## src/rtl/ahb_burst_addr_gen.sv

```systemverilog
// AHB manager address-phase generator: one burst request in, beat-by-beat HADDR/HTRANS out.
// Optional build macro AHB_BURST_1KB_SPLIT_EN restarts INCR bursts as NONSEQ at 1KB boundaries.
module ahb_burst_addr_gen #(
  parameter int ADDR_WIDTH = 32,
  parameter int DATA_WIDTH = 32,
  parameter int LENGTH     = 4
) (
  input  logic                   hclk,
  input  logic                   hreset,
  input  logic                   req_valid,
  output logic                   req_ready,
  input  logic [ADDR_WIDTH-1:0]  req_addr,
  input  logic [2:0]             req_burst,
  input  logic [2:0]             req_size,
  input  logic                   req_write,
  input  logic [LENGTH:0]        req_len,
  input  logic [2**LENGTH-1:0]   req_busy_mask,
  output logic [ADDR_WIDTH-1:0]  haddr,
  output logic [1:0]             htrans,
  output logic [2:0]             hburst,
  output logic [2:0]             hsize,
  output logic                   hwrite,
  input  logic                   hready,
  input  logic                   hresp,
  output logic                   done,
  output logic                   err,
  output logic [2:0]             dbg_state
);

  localparam logic [1:0] TR_IDLE = 2'd0, TR_BUSY = 2'd1, TR_NONSEQ = 2'd2, TR_SEQ = 2'd3;
  localparam logic [2:0] B_SINGLE = 3'd0, B_INCR = 3'd1;
  localparam logic [2:0] MAX_SIZE = 3'($clog2(DATA_WIDTH/8));
  localparam logic [LENGTH:0] LEN_MAX = {1'b1, {LENGTH{1'b0}}};
  localparam logic [LENGTH:0] BEATS_1 = 1, BEATS_4 = 4, BEATS_8 = 8, BEATS_16 = 16;
  localparam logic [LENGTH-1:0] BEAT_ONE = 1;
  localparam logic [ADDR_WIDTH-1:0] ADDR_ONE = 1;

  typedef enum logic [2:0] {S_IDLE, S_ADDR, S_BUSY, S_DRAIN, S_ERR1} state_t;
  state_t state_q, state_d;

  logic [LENGTH-1:0]     beat_q, last_q, beat_nx;
  logic                  first_q, wrap_q, is_last, illegal, err_start;
  logic [2**LENGTH-1:0]  busy_q;
  logic [ADDR_WIDTH-1:0] wmask_q, step, inc_addr, next_addr, align_mask;
  logic [LENGTH:0]       req_beats;

  always_comb begin
    req_beats = BEATS_1;
    case (req_burst)
      B_SINGLE:    req_beats = BEATS_1;
      B_INCR:      req_beats = req_len;
      3'd2, 3'd3:  req_beats = BEATS_4;
      3'd4, 3'd5:  req_beats = BEATS_8;
      default:     req_beats = BEATS_16;
    endcase
  end

  assign illegal    = (req_size > MAX_SIZE) ||
                      ((req_burst == B_INCR) && ((req_len == '0) || (req_len > LEN_MAX)));
  assign align_mask = ~((ADDR_ONE << req_size) - ADDR_ONE);
  assign step       = ADDR_ONE << hsize;
  assign inc_addr   = haddr + step;
  assign next_addr  = wrap_q ? ((haddr & ~wmask_q) | (inc_addr & wmask_q)) : inc_addr;
  assign beat_nx    = beat_q + BEAT_ONE;
  assign is_last    = (beat_q == last_q);
  // Every bus-side state except IDLE treats hresp=1 with hready=0 as the first error cycle.
  assign err_start  = hresp && !hready;

  // Request handshake: a request is taken on any edge where req_valid && req_ready; req_ready
  // is high only in IDLE, and the request fields are sampled only on that edge.
  assign req_ready = (state_q == S_IDLE);
  assign dbg_state = state_q;

  always_comb begin
    state_d = state_q;
    case (state_q)
      S_IDLE:  if (req_valid && !illegal) state_d = S_ADDR;
      S_ADDR:  if (err_start) state_d = S_ERR1;
               else if (hready) state_d = is_last ? S_DRAIN : (busy_q[beat_nx] ? S_BUSY : S_ADDR);
      S_BUSY:  state_d = err_start ? S_ERR1 : S_ADDR;
      S_DRAIN: if (err_start) state_d = S_ERR1;
               else if (hready) state_d = S_IDLE;
      S_ERR1:  if (hready) state_d = S_IDLE;
      default: state_d = S_IDLE;
    endcase
  end

  always_comb begin
    htrans = TR_IDLE;
    case (state_q)
      S_ADDR:  htrans = first_q ? TR_NONSEQ : TR_SEQ;
      S_BUSY:  htrans = TR_BUSY;
      default: htrans = TR_IDLE;
    endcase
  end

  always_ff @(posedge hclk) begin
    if (hreset) state_q <= S_IDLE;
    else        state_q <= state_d;
  end

  always_ff @(posedge hclk) begin
    if (hreset) begin
      haddr   <= '0;
      hburst  <= B_SINGLE;
      hsize   <= 3'd0;
      hwrite  <= 1'b0;
      done    <= 1'b0;
      err     <= 1'b0;
      beat_q  <= '0;
      last_q  <= '0;
      first_q <= 1'b0;
      wrap_q  <= 1'b0;
      busy_q  <= '0;
      wmask_q <= '0;
    end else begin
      done <= 1'b0;
      err  <= 1'b0;
      case (state_q)
        S_IDLE: if (req_valid) begin
          if (illegal) begin
            err <= 1'b1;
          end else begin
            haddr   <= req_addr & align_mask;
            hburst  <= req_burst;
            hsize   <= req_size;
            hwrite  <= req_write;
            beat_q  <= '0;
            last_q  <= LENGTH'(req_beats - BEATS_1);
            first_q <= 1'b1;
            busy_q  <= req_busy_mask;
            wrap_q  <= (req_burst == 3'd2) || (req_burst == 3'd4) || (req_burst == 3'd6);
            wmask_q <= (ADDR_WIDTH'(req_beats) << req_size) - ADDR_ONE;
          end
        end
        S_ADDR: if (hready && !is_last) begin
          // In BUSY the address already shows the upcoming beat, so it advances here.
          haddr   <= next_addr;
          beat_q  <= beat_nx;
          first_q <= 1'b0;
`ifdef AHB_BURST_1KB_SPLIT_EN
          if (!wrap_q && (next_addr[9:0] == 10'd0)) begin
            first_q <= 1'b1;
            hburst  <= B_INCR;
          end
`endif
        end
        S_DRAIN: if (hready) begin
          done <= !hresp;
          err  <= hresp;
        end
        S_ERR1: if (hready) err <= 1'b1;
        default: ;
      endcase
    end
  end

endmodule

```

## config.mk

```make
export PLATFORM = sky130hd
export DESIGN_NAME = ahb_burst_addr_gen
export DESIGN_NICKNAME = d
export VERILOG_FILES = /design/src/rtl/ahb_burst_addr_gen.sv
export SDC_FILE = /design/constraint.sdc
export NUM_CORES = 1
export LEC_CHECK = 0
export ABC_AREA = 1
export CORE_MARGIN = 3
export CORE_UTILIZATION = 35
export DETAILED_ROUTE_END_ITERATION = 10
export GPL_TIMING_DRIVEN = 0
export PLACE_DENSITY_LB_ADDON = 0.05
export SYNTH_ARGS = -nofsm -noshare
export SYNTH_HDL_FRONTEND = slang
export SYNTH_SLANG_ARGS = --single-unit
```

## constraint.sdc

```tcl
create_clock -name hclk -period 2.7 [get_ports hclk]
set_input_delay 0.54 -clock hclk [delete_from_list [all_inputs] [get_ports hclk]]
set_output_delay 0.54 -clock hclk [all_outputs]
set_load 0.05 [all_outputs]
```

* Word-level counts from Yosys, hierarchy flattened
Cells that the tools add are included.
Storage, ports and cells: register bits after elaboration 102, bits of input ports 65, output and inout port bits 47
Operators by class: $add $sub $neg 5, $lt $le $gt $ge 3, equal/unequal tests 16, shift-type cells 3, multiplexer cells 32, bitwise logic cells 9, reduce and logical (&&, ||, !) cells 22
Operators by type and width (number):
- 32-bit 2-to-1 mux | 4
- 32-bit bitwise AND | 3
- 32-bit NOT | 2
- 32-bit case mux with 2 select lines | 1
- 1-bit by 3-bit << shifter with 32-bit output, first input constant | 2
- 32-bit by 1-bit subtractor with 32-bit output, second input constant | 2
- 32-bit adder | 1
- 32-bit OR | 1
- 5-bit by 3-bit << shifter with 32-bit output | 1
- 5-bit case mux with 4 select lines | 1
- 3-bit 2-to-1 mux | 6
- 3-bit case mux with 5 select lines | 1
- 3-bit by 2-bit == test with 1-bit output, second input constant | 4
- 3-bit == test, second input constant | 4
- 4-bit 2-to-1 mux | 3
- 1-bit 2-to-1 mux | 9
- 4-bit case mux with 2 select lines | 1
- 3-bit by 1-bit == test with 1-bit output, second input constant | 2
- 3-bit logical NOT | 2
- 2-bit inequality test, second input constant | 3
- 5-bit greater-than comparator, second input constant | 1
- 5-bit logical NOT | 1
- 4-bit by 5-bit less-than comparator with 1-bit output, second input constant | 1
- 4-bit by 1-bit adder with 4-bit output, second input constant | 1
- 20 further kinds | 33

* Logic depth before layout (Yosys ltp)
Gate-level depths: netlist of run 1.
depth after elaboration 8, gate-level depth with buffers 18, gate-level depth less buffers 17

* Least setup slack after synthesis of run 1
Ideal clock, no wire load.
path kind register to register, start register hsize[0], end register (tool-made name), setup time 0.132 ns, arrival 2.573 ns, required time 2.568 ns, setup slack -0.005 ns, stages on the path, launching flop included 18, path buffers 1, clock period less this slack 2.705 ns, cells stage by stage dfxtp_1 inv_1 nor3_1 inv_1 fa_1 inv_1 nand2_1 nand2_1 nand2_1 nand2_1 nand2_1 nand2_1 buf_2 nand3_1 o21ai_0 nand2_1 nand2_1 a21oi_1
RTL lines:
- start: declaration | RTL line 21 | output logic [2:0] hsize,
- start signal: assignment | RTL line 126 | hsize <= req_size;

* Worst setup path after layout of run 1
start register state_q[0] (netlist: dbg_state[0]), end output port htrans[1]
On the way: word-level cells in the longest chain between the ends 2, elaborated cells on any way between the ends 3
RTL lines:
- start: declaration | RTL line 39 | state_t state_q, state_d;
- start signal: assignment | RTL line 99 | else state_q <= state_d;
- 3-bit by 2-bit == test with 1-bit output / 3-bit by 1-bit == test with 1-bit output (equally long branches) | RTL line 90 | case (state_q)
- 2-bit case mux with 2 select lines * | RTL line 90
- end: declaration | RTL line 19 | output logic [1:0] htrans,
Every way passes the cells marked *; elsewhere a longest branch is shown, timed or not.

==> results.md, run 1 <==
- Ports: 112
- Top cells by area, synth: dfxtp_1 31%, nand2_1 15%, a21oi_1 8.4%
- Crit path launch type: register
- Final Max Slew Viols: 0
- Iteration-0 DRC count of the detailed router: 622
- Hold Path Class: register to register
- Fill cell count: 1754
- Fraction of layout cells with a size suffix above 1: 7.38%
- Xor/xnor share of the synthesized area: 2.95%
- Fmax: 389 MHz
- Final ANT Viol Nets: 0
- Cts bufs inserted: 9
- H-tree levels: 3
- Netlist Area Pre-Place: 5930 µm²
- Synthesized instance count: 944
- First-pass GRT wire length: 34.1 mm
- Count of final hold-check violations: 0
- Status: finished, final reports clean
- Hold Path Origin: wmask_q[25]
- Initial antenna violation count: 0
- # rows: 46
- Via density: 5.23
- Overall routing resource usage: 24.1%
- NumNets Final: 1144
- Worst vdd ir: 0.311 mV
- Worst skew pair latency: 0.36 ns
- Post-Place Cells: 1269
- Relative slew slack: 46.2%
- Pwr/cell area: 569 nW/µm²
- Multi-input logic area: 3550 µm²
- Chip width: 136 µm
- Grt total ovfl: 0
- Remaining DRCs: 0
- Mapped Nets: 1023
- CP Capture Type: output pin
- Setup violations, final: 0
- P&R area growth vs syn: 29.1%
- Reg clk slew, reported paths: 0.07 ns
- Clock buffer depth: 2
- Worst R2R Start: hsize[0]
- CTS Hold Buffers Added: 0
- DIE AREA: 18500 µm²
- Routed wire length: 22.3 mm
- Detailed Place HPWL: 17.1 mm
- Compound-Gate Fraction of Synth Area: 18.0%
- Yosys reg bits: 93
- Vias in the first global route: 6135
- Final min period: 2.57 ns
- Sequential area share after synthesis: 31.4%
- Setup WS pre-CTS: -0.286 ns
- RSZ-0062 raised after global routing: yes
- Worst Setup SP: dbg_state[0]
- Core outline area: 16200 µm²
- # diodes: 0
- Simple-Gate Fraction of Synth Area: 34.7%
- PortBufs: 109
- Area leader, netlist: dfxtp_1
- PnR Total Power: 0.00435 W
- Slew @ Worst Pin: 0.807 ns
- Yosys cell types: 42
- Yosys Warn Count: 0
- Root buffer cell: clkbuf_16
- Initial Util: 36.5%
- Leakage: 3.25 nW
- Non-filler cells, final: 1286
- FF+latch area: 1870 µm²
- Max-Cap Viols: 0
- Syn avg cell area: 6.28 µm²
- Pre-antenna DRT Iters: 5
- Adder-cell area share of the yosys netlist: 3.08%
- Share of Yosys cell area claimed by the top area cell type: 31.4%
- CP max FO: 19
- Largest net degree at the start of global routing: 20
- Clk_skew: 0.00778 ns
- Largest family of logic cells by synthesized area: simple AND/OR/NAND/NOR gates
- Detailed-route via count: 6720
- Post-detailed-route wirelength per cell: 17.3 µm
- Clk sink count: 93
- Die Y: 136 µm
- Final WS setup: 0.127 ns
- Final Cycle Share: 95.3%
- GPL Wtd Cong: 0.974
- Crit Path Class: register to output pin
- Worst path required time: 2.16 ns
- Worst EP arrival: 2.03 ns
- CTS tree: yes
- Multiplexer area fraction after synthesis: 0%
[per-stage QoR]
stage               hold slack, ns  instance area [µm²]  TNS [ns]  util [%]
global route                 0.465                 7650   -0.0294      47.1
CTS                          0.444                 7580         0      46.7
floorplan                    0.418                 5930         0         -
detailed placement           0.431                 7290     -1.77      44.9
global placement             0.429                 7290     -1.70      44.9
finish                       0.441                 7650         0      47.1
[where the power goes]
part | switching, W | internal (W)
logic | 0.000978 | 0.000496
registers | 0.000132 | 0.00149
clock network | 0.000621 | 0.000633
[worst max-delay path, cell delays in order, from the launching register on]
cell	delay, ns
dfxtp_1	0.38
inv_1	0.07
nor2_2	0.14
nand2_2	0.22
inv_4	0.29
dlygate4sd2_1	0.57
[layout make-up]
type	instances	share of cell area [%]
tap	216	3.53
buffer	39	2.47
clock inverter	6	0.621
timing repair buffer	111	14.3
inverter	106	5.23
clock buffer	10	2.99
multi-input combinational	705	46.4
sequential	93	24.4
[metal layers]
metal	part of all wire, %	routed length, µm	up-vias	track usage (%)
met1	50	11200	3074	37.1
met2	42	9280	241	35.1
li1	-	-	3381	-
met5	0	0	-	0
met4	1.7	376	0	7.05
met3	6.6	1480	24	2.63
[cells in the mapped netlist, drive strengths merged]
cell type	n
clkinv	2
a32oi	1
o21ai	75
nor3b	2
dfxtp	93
clkbuf	17
o2111ai	1
and3	2
o21bai	1
a21oi	100
o21a	4
nor4	3
fa	1
a31oi	4
ha	13
o211a	1
o22ai	2
o211ai	7
nor3	27
inv	104
nand2	238
o31ai	3
xnor2	13
or2	3
nor2	79
xor2	7
nand3b	4
buf	23
nand4	19
nand3	94
a21boi	1
[worst paths after layout]
check	endpoint	slack, ns	depth (start not counted)
hold / removal	wmask_q[25]	0.44	2
setup reg to reg	register	0.20	18
hold reg to reg	wmask_q[25]	0.44	2
setup / recovery	htrans[1]	0.13	5
[timing repair]
item | in CTS | in global routing
resized for setup | 8 | 22
cloned | 0 | 1
endpoints found under the setup margin | 6 | 20
setup buffers | 0 | 1
pin swaps | 0 | 2
endpoints found under the hold margin | 0 | 0
[cells by family (layout without fill, tap and decap cells)]
family / Yosys count / count (layout)
compound gates: 200 / 200
xor+xnor: 20 / 20
fa+ha+maj: 14 / 14
buf+inv: 146 / 272
flops: 93 / 93
simple gates: 471 / 471
[cell usage in the layout, fill, tap and decap left out, types with 5 or more instances in the layout]
| master | synthesis | final |
|---|---|---|
| nor3_1 | 27 | 22 |
| nor2_1 | 75 | 75 |
| nand3_1 | 93 | 91 |
| o21ai_0 | 63 | 61 |
| ha_1 | 13 | 13 |
| clkdlybuf4s50_1 | 0 | 107 |
| nand2_1 | 235 | 233 |
| nor3_2 | 0 | 5 |
| clkbuf_16 | 0 | 9 |
| a21oi_1 | 99 | 97 |
| o21ai_1 | 12 | 14 |
| o211ai_1 | 7 | 7 |
| nand4_1 | 18 | 18 |
| xor2_1 | 7 | 7 |
| nand2_2 | 3 | 5 |
| buf_2 | 18 | 20 |
| inv_2 | 10 | 10 |
| inv_1 | 93 | 93 |
| clkbuf_1 | 17 | 15 |
| xnor2_1 | 13 | 13 |
| dfxtp_1 | 93 | 91 |
Power figures use the tool's default switching activity.
==> inputs of run 2 (changes only) <==
- PLACE_DENSITY: not set -> 0.58
- PLACE_DENSITY_LB_ADDON: 0.05 -> not set
==> results.md, run 2 (same netlist as run 1, synthesis figures left out) <==
- Status: finished, final reports clean
- Clock share of power: 28.8%
- Worst path required time: 2.16 ns
- Final Max Slew Viols: 0
- Routed wire length: 21.6 mm
- # diodes: 0
- Final Cycle Share: 94.4%
- Clk sink count: 93
- Multi-input logic area: 3520 µm²
- Fill cell count: 1799
- PnR Total Power: 0.00435 W
- Detailed-route via count: 6609
- CP Capture Type: output pin
- Remaining DRCs: 0
- PortBufs: 109
- Initial Util: 36.5%
- FF+latch area: 1870 µm²
- Crit Path Class: register to output pin
- Final min period: 2.55 ns
- Clock buffer depth: 2
- Commonest cells after routing, fill and taps aside: 233 x nand2_1, 107 x clkdlybuf4s50_1, 98 x a21oi_1, 93 x inv_1, 92 x nand3_1
- Pwr/cell area: 571 nW/µm²
- H-tree levels: 3
- Sequential share of power: 37.4%
- Top sig layer: met4
- Die Y: 136 µm
- Worst skew pair latency: 0.36 ns
- P&R area growth vs syn: 28.5%
- Pre-antenna DRT Iters: 5
- Leakage: 3.23 nW
- Hold Path Class: register to register
- DIE AREA: 18500 µm²
- Slew @ Worst Pin: 0.763 ns
- Worst vdd ir: 0.331 mV
- Worst EP arrival: 2.01 ns
- Relative slew slack: 49.1%
- Switching Power: 0.00171 W
- Max-Cap Viols: 0
- CTS tree: yes
- Chip width: 136 µm
- Buffers & Inverters on Critical Path: 2
- WHS Path Cells: 2
- Crit path launch type: register
- GPL Wtd Cong: 0.923
- RSZ-0062 raised after global routing: no
- Via density: 5.15
- Critical Path Stages: 4
- Initial antenna violation count: 0
- Met2 WL: 9.38 mm
- Reg clk slew, reported paths: 0.06 ns
- Placed cell area: 7290 µm²
- Setup violations, final: 0
- Core outline area: 16200 µm²
- Detailed Place HPWL: 16.9 mm
- Critical-path cell with the highest stage delay: clkdlybuf4s50_1
- Iteration-0 DRC count of the detailed router: 520
- Met3 WL: 1.53 mm
- CTS Hold Buffers Added: 0
- Vias in the first global route: 6161
- Largest net degree at the start of global routing: 20
- CP max FO: 5
- Clk_skew: 0.00756 ns
- Ports: 112
- Max incr delay on CP: 0.84 ns
- NumNets Final: 1142
- Grt total ovfl: 0
- Hold_ws: 0.440 ns
- Fmax: 392 MHz
- Comb pwr share: 33.8%
- Fraction of layout cells with a size suffix above 1: 6.74%
- Final instance area: 7610 µm²
- Post-detailed-route wirelength per cell: 16.8 µm
- First-pass GRT wire length: 33.8 mm
- Fin util: 46.9%
- Setup bufs post-CTS: 0
- Setup_tns: 0 ns
- Root buffer cell: clkbuf_16
- CP delay by family, top: buffers and inverters
- Wl on met1: 10.3 mm
- Most common cell after layout, fill and taps aside: nand2_1
- Int Power: 0.00264 W
- Crit path cell chain: nor2_1 > inv_2 > nor2_4 > clkdlybuf4s50_1
- Count of final hold-check violations: 0
- Switching Share: 39.3%
- FF-to-FF path depth: 18
- Final ANT Viol Nets: 0
- Overall routing resource usage: 23.7%
- # rows: 46
- Cts bufs inserted: 9
run 2: worst min-delay path, stage by stage, from the launching register on:
cell	delay [ns]
dfxtp_1	0.31
nand2_1	0.06
nor2_1	0.03
run 2: per-layer routing:
metal | vias to the layer above | track usage (%)
met4 | 0 | 6.72
met5 | - | 0
met1 | 3000 | 34.4
met2 | 220 | 36.0
met3 | 25 | 3.92
li1 | 3364 | -
run 2: final timing paths:
path	slack (ns)	to	start
max	0.15	req_ready	dbg_state[0]
min	0.44	wmask_q[23]	wmask_q[23]
max reg2reg	0.21	register	hsize[1]
min reg2reg	0.44	wmask_q[23]	wmask_q[23]
run 2: power groups by stage:
stage          clock [W]  combinational (W)  sequential [W]
3_5_place_dp           0            0.00146         0.00165
6_report         0.00125            0.00147         0.00163
5_1_grt          0.00132            0.00161         0.00165
2_1_floorplan          0           0.000702         0.00187
4_1_cts          0.00127            0.00147         0.00162
3_3_place_gp           0            0.00146         0.00165
run 2: cell type report:
| cell class | count | area share (%) |
|---|---|---|
| Clock buffer | 11 | 3.19 |
| Multi-Input combinational cell | 705 | 46.3 |
| Sequential cell | 93 | 24.5 |
| Buffer | 39 | 2.50 |
| Tap cell | 216 | 3.55 |
| Inverter | 106 | 5.26 |
| Clock inverter | 5 | 0.444 |
| Timing Repair Buffer | 109 | 14.3 |
run 2: through the flow:
stage / setup slack [ns] / cells
after global routing: 0.00216 / 1284
after CTS: 0.0109 / 1284
after detailed placement: -0.312 / 1269
after floorplan: 0.154 / 944
final: 0.150 / 1284
after global placement: -0.295 / 1269
run 2: repair_timing:
| item | in CTS | in global routing |
|---|---|---|
| gates resized for setup | 9 | 15 |
| setup endpoints to repair | 5 | 15 |
| pin swaps | 0 | 1 |
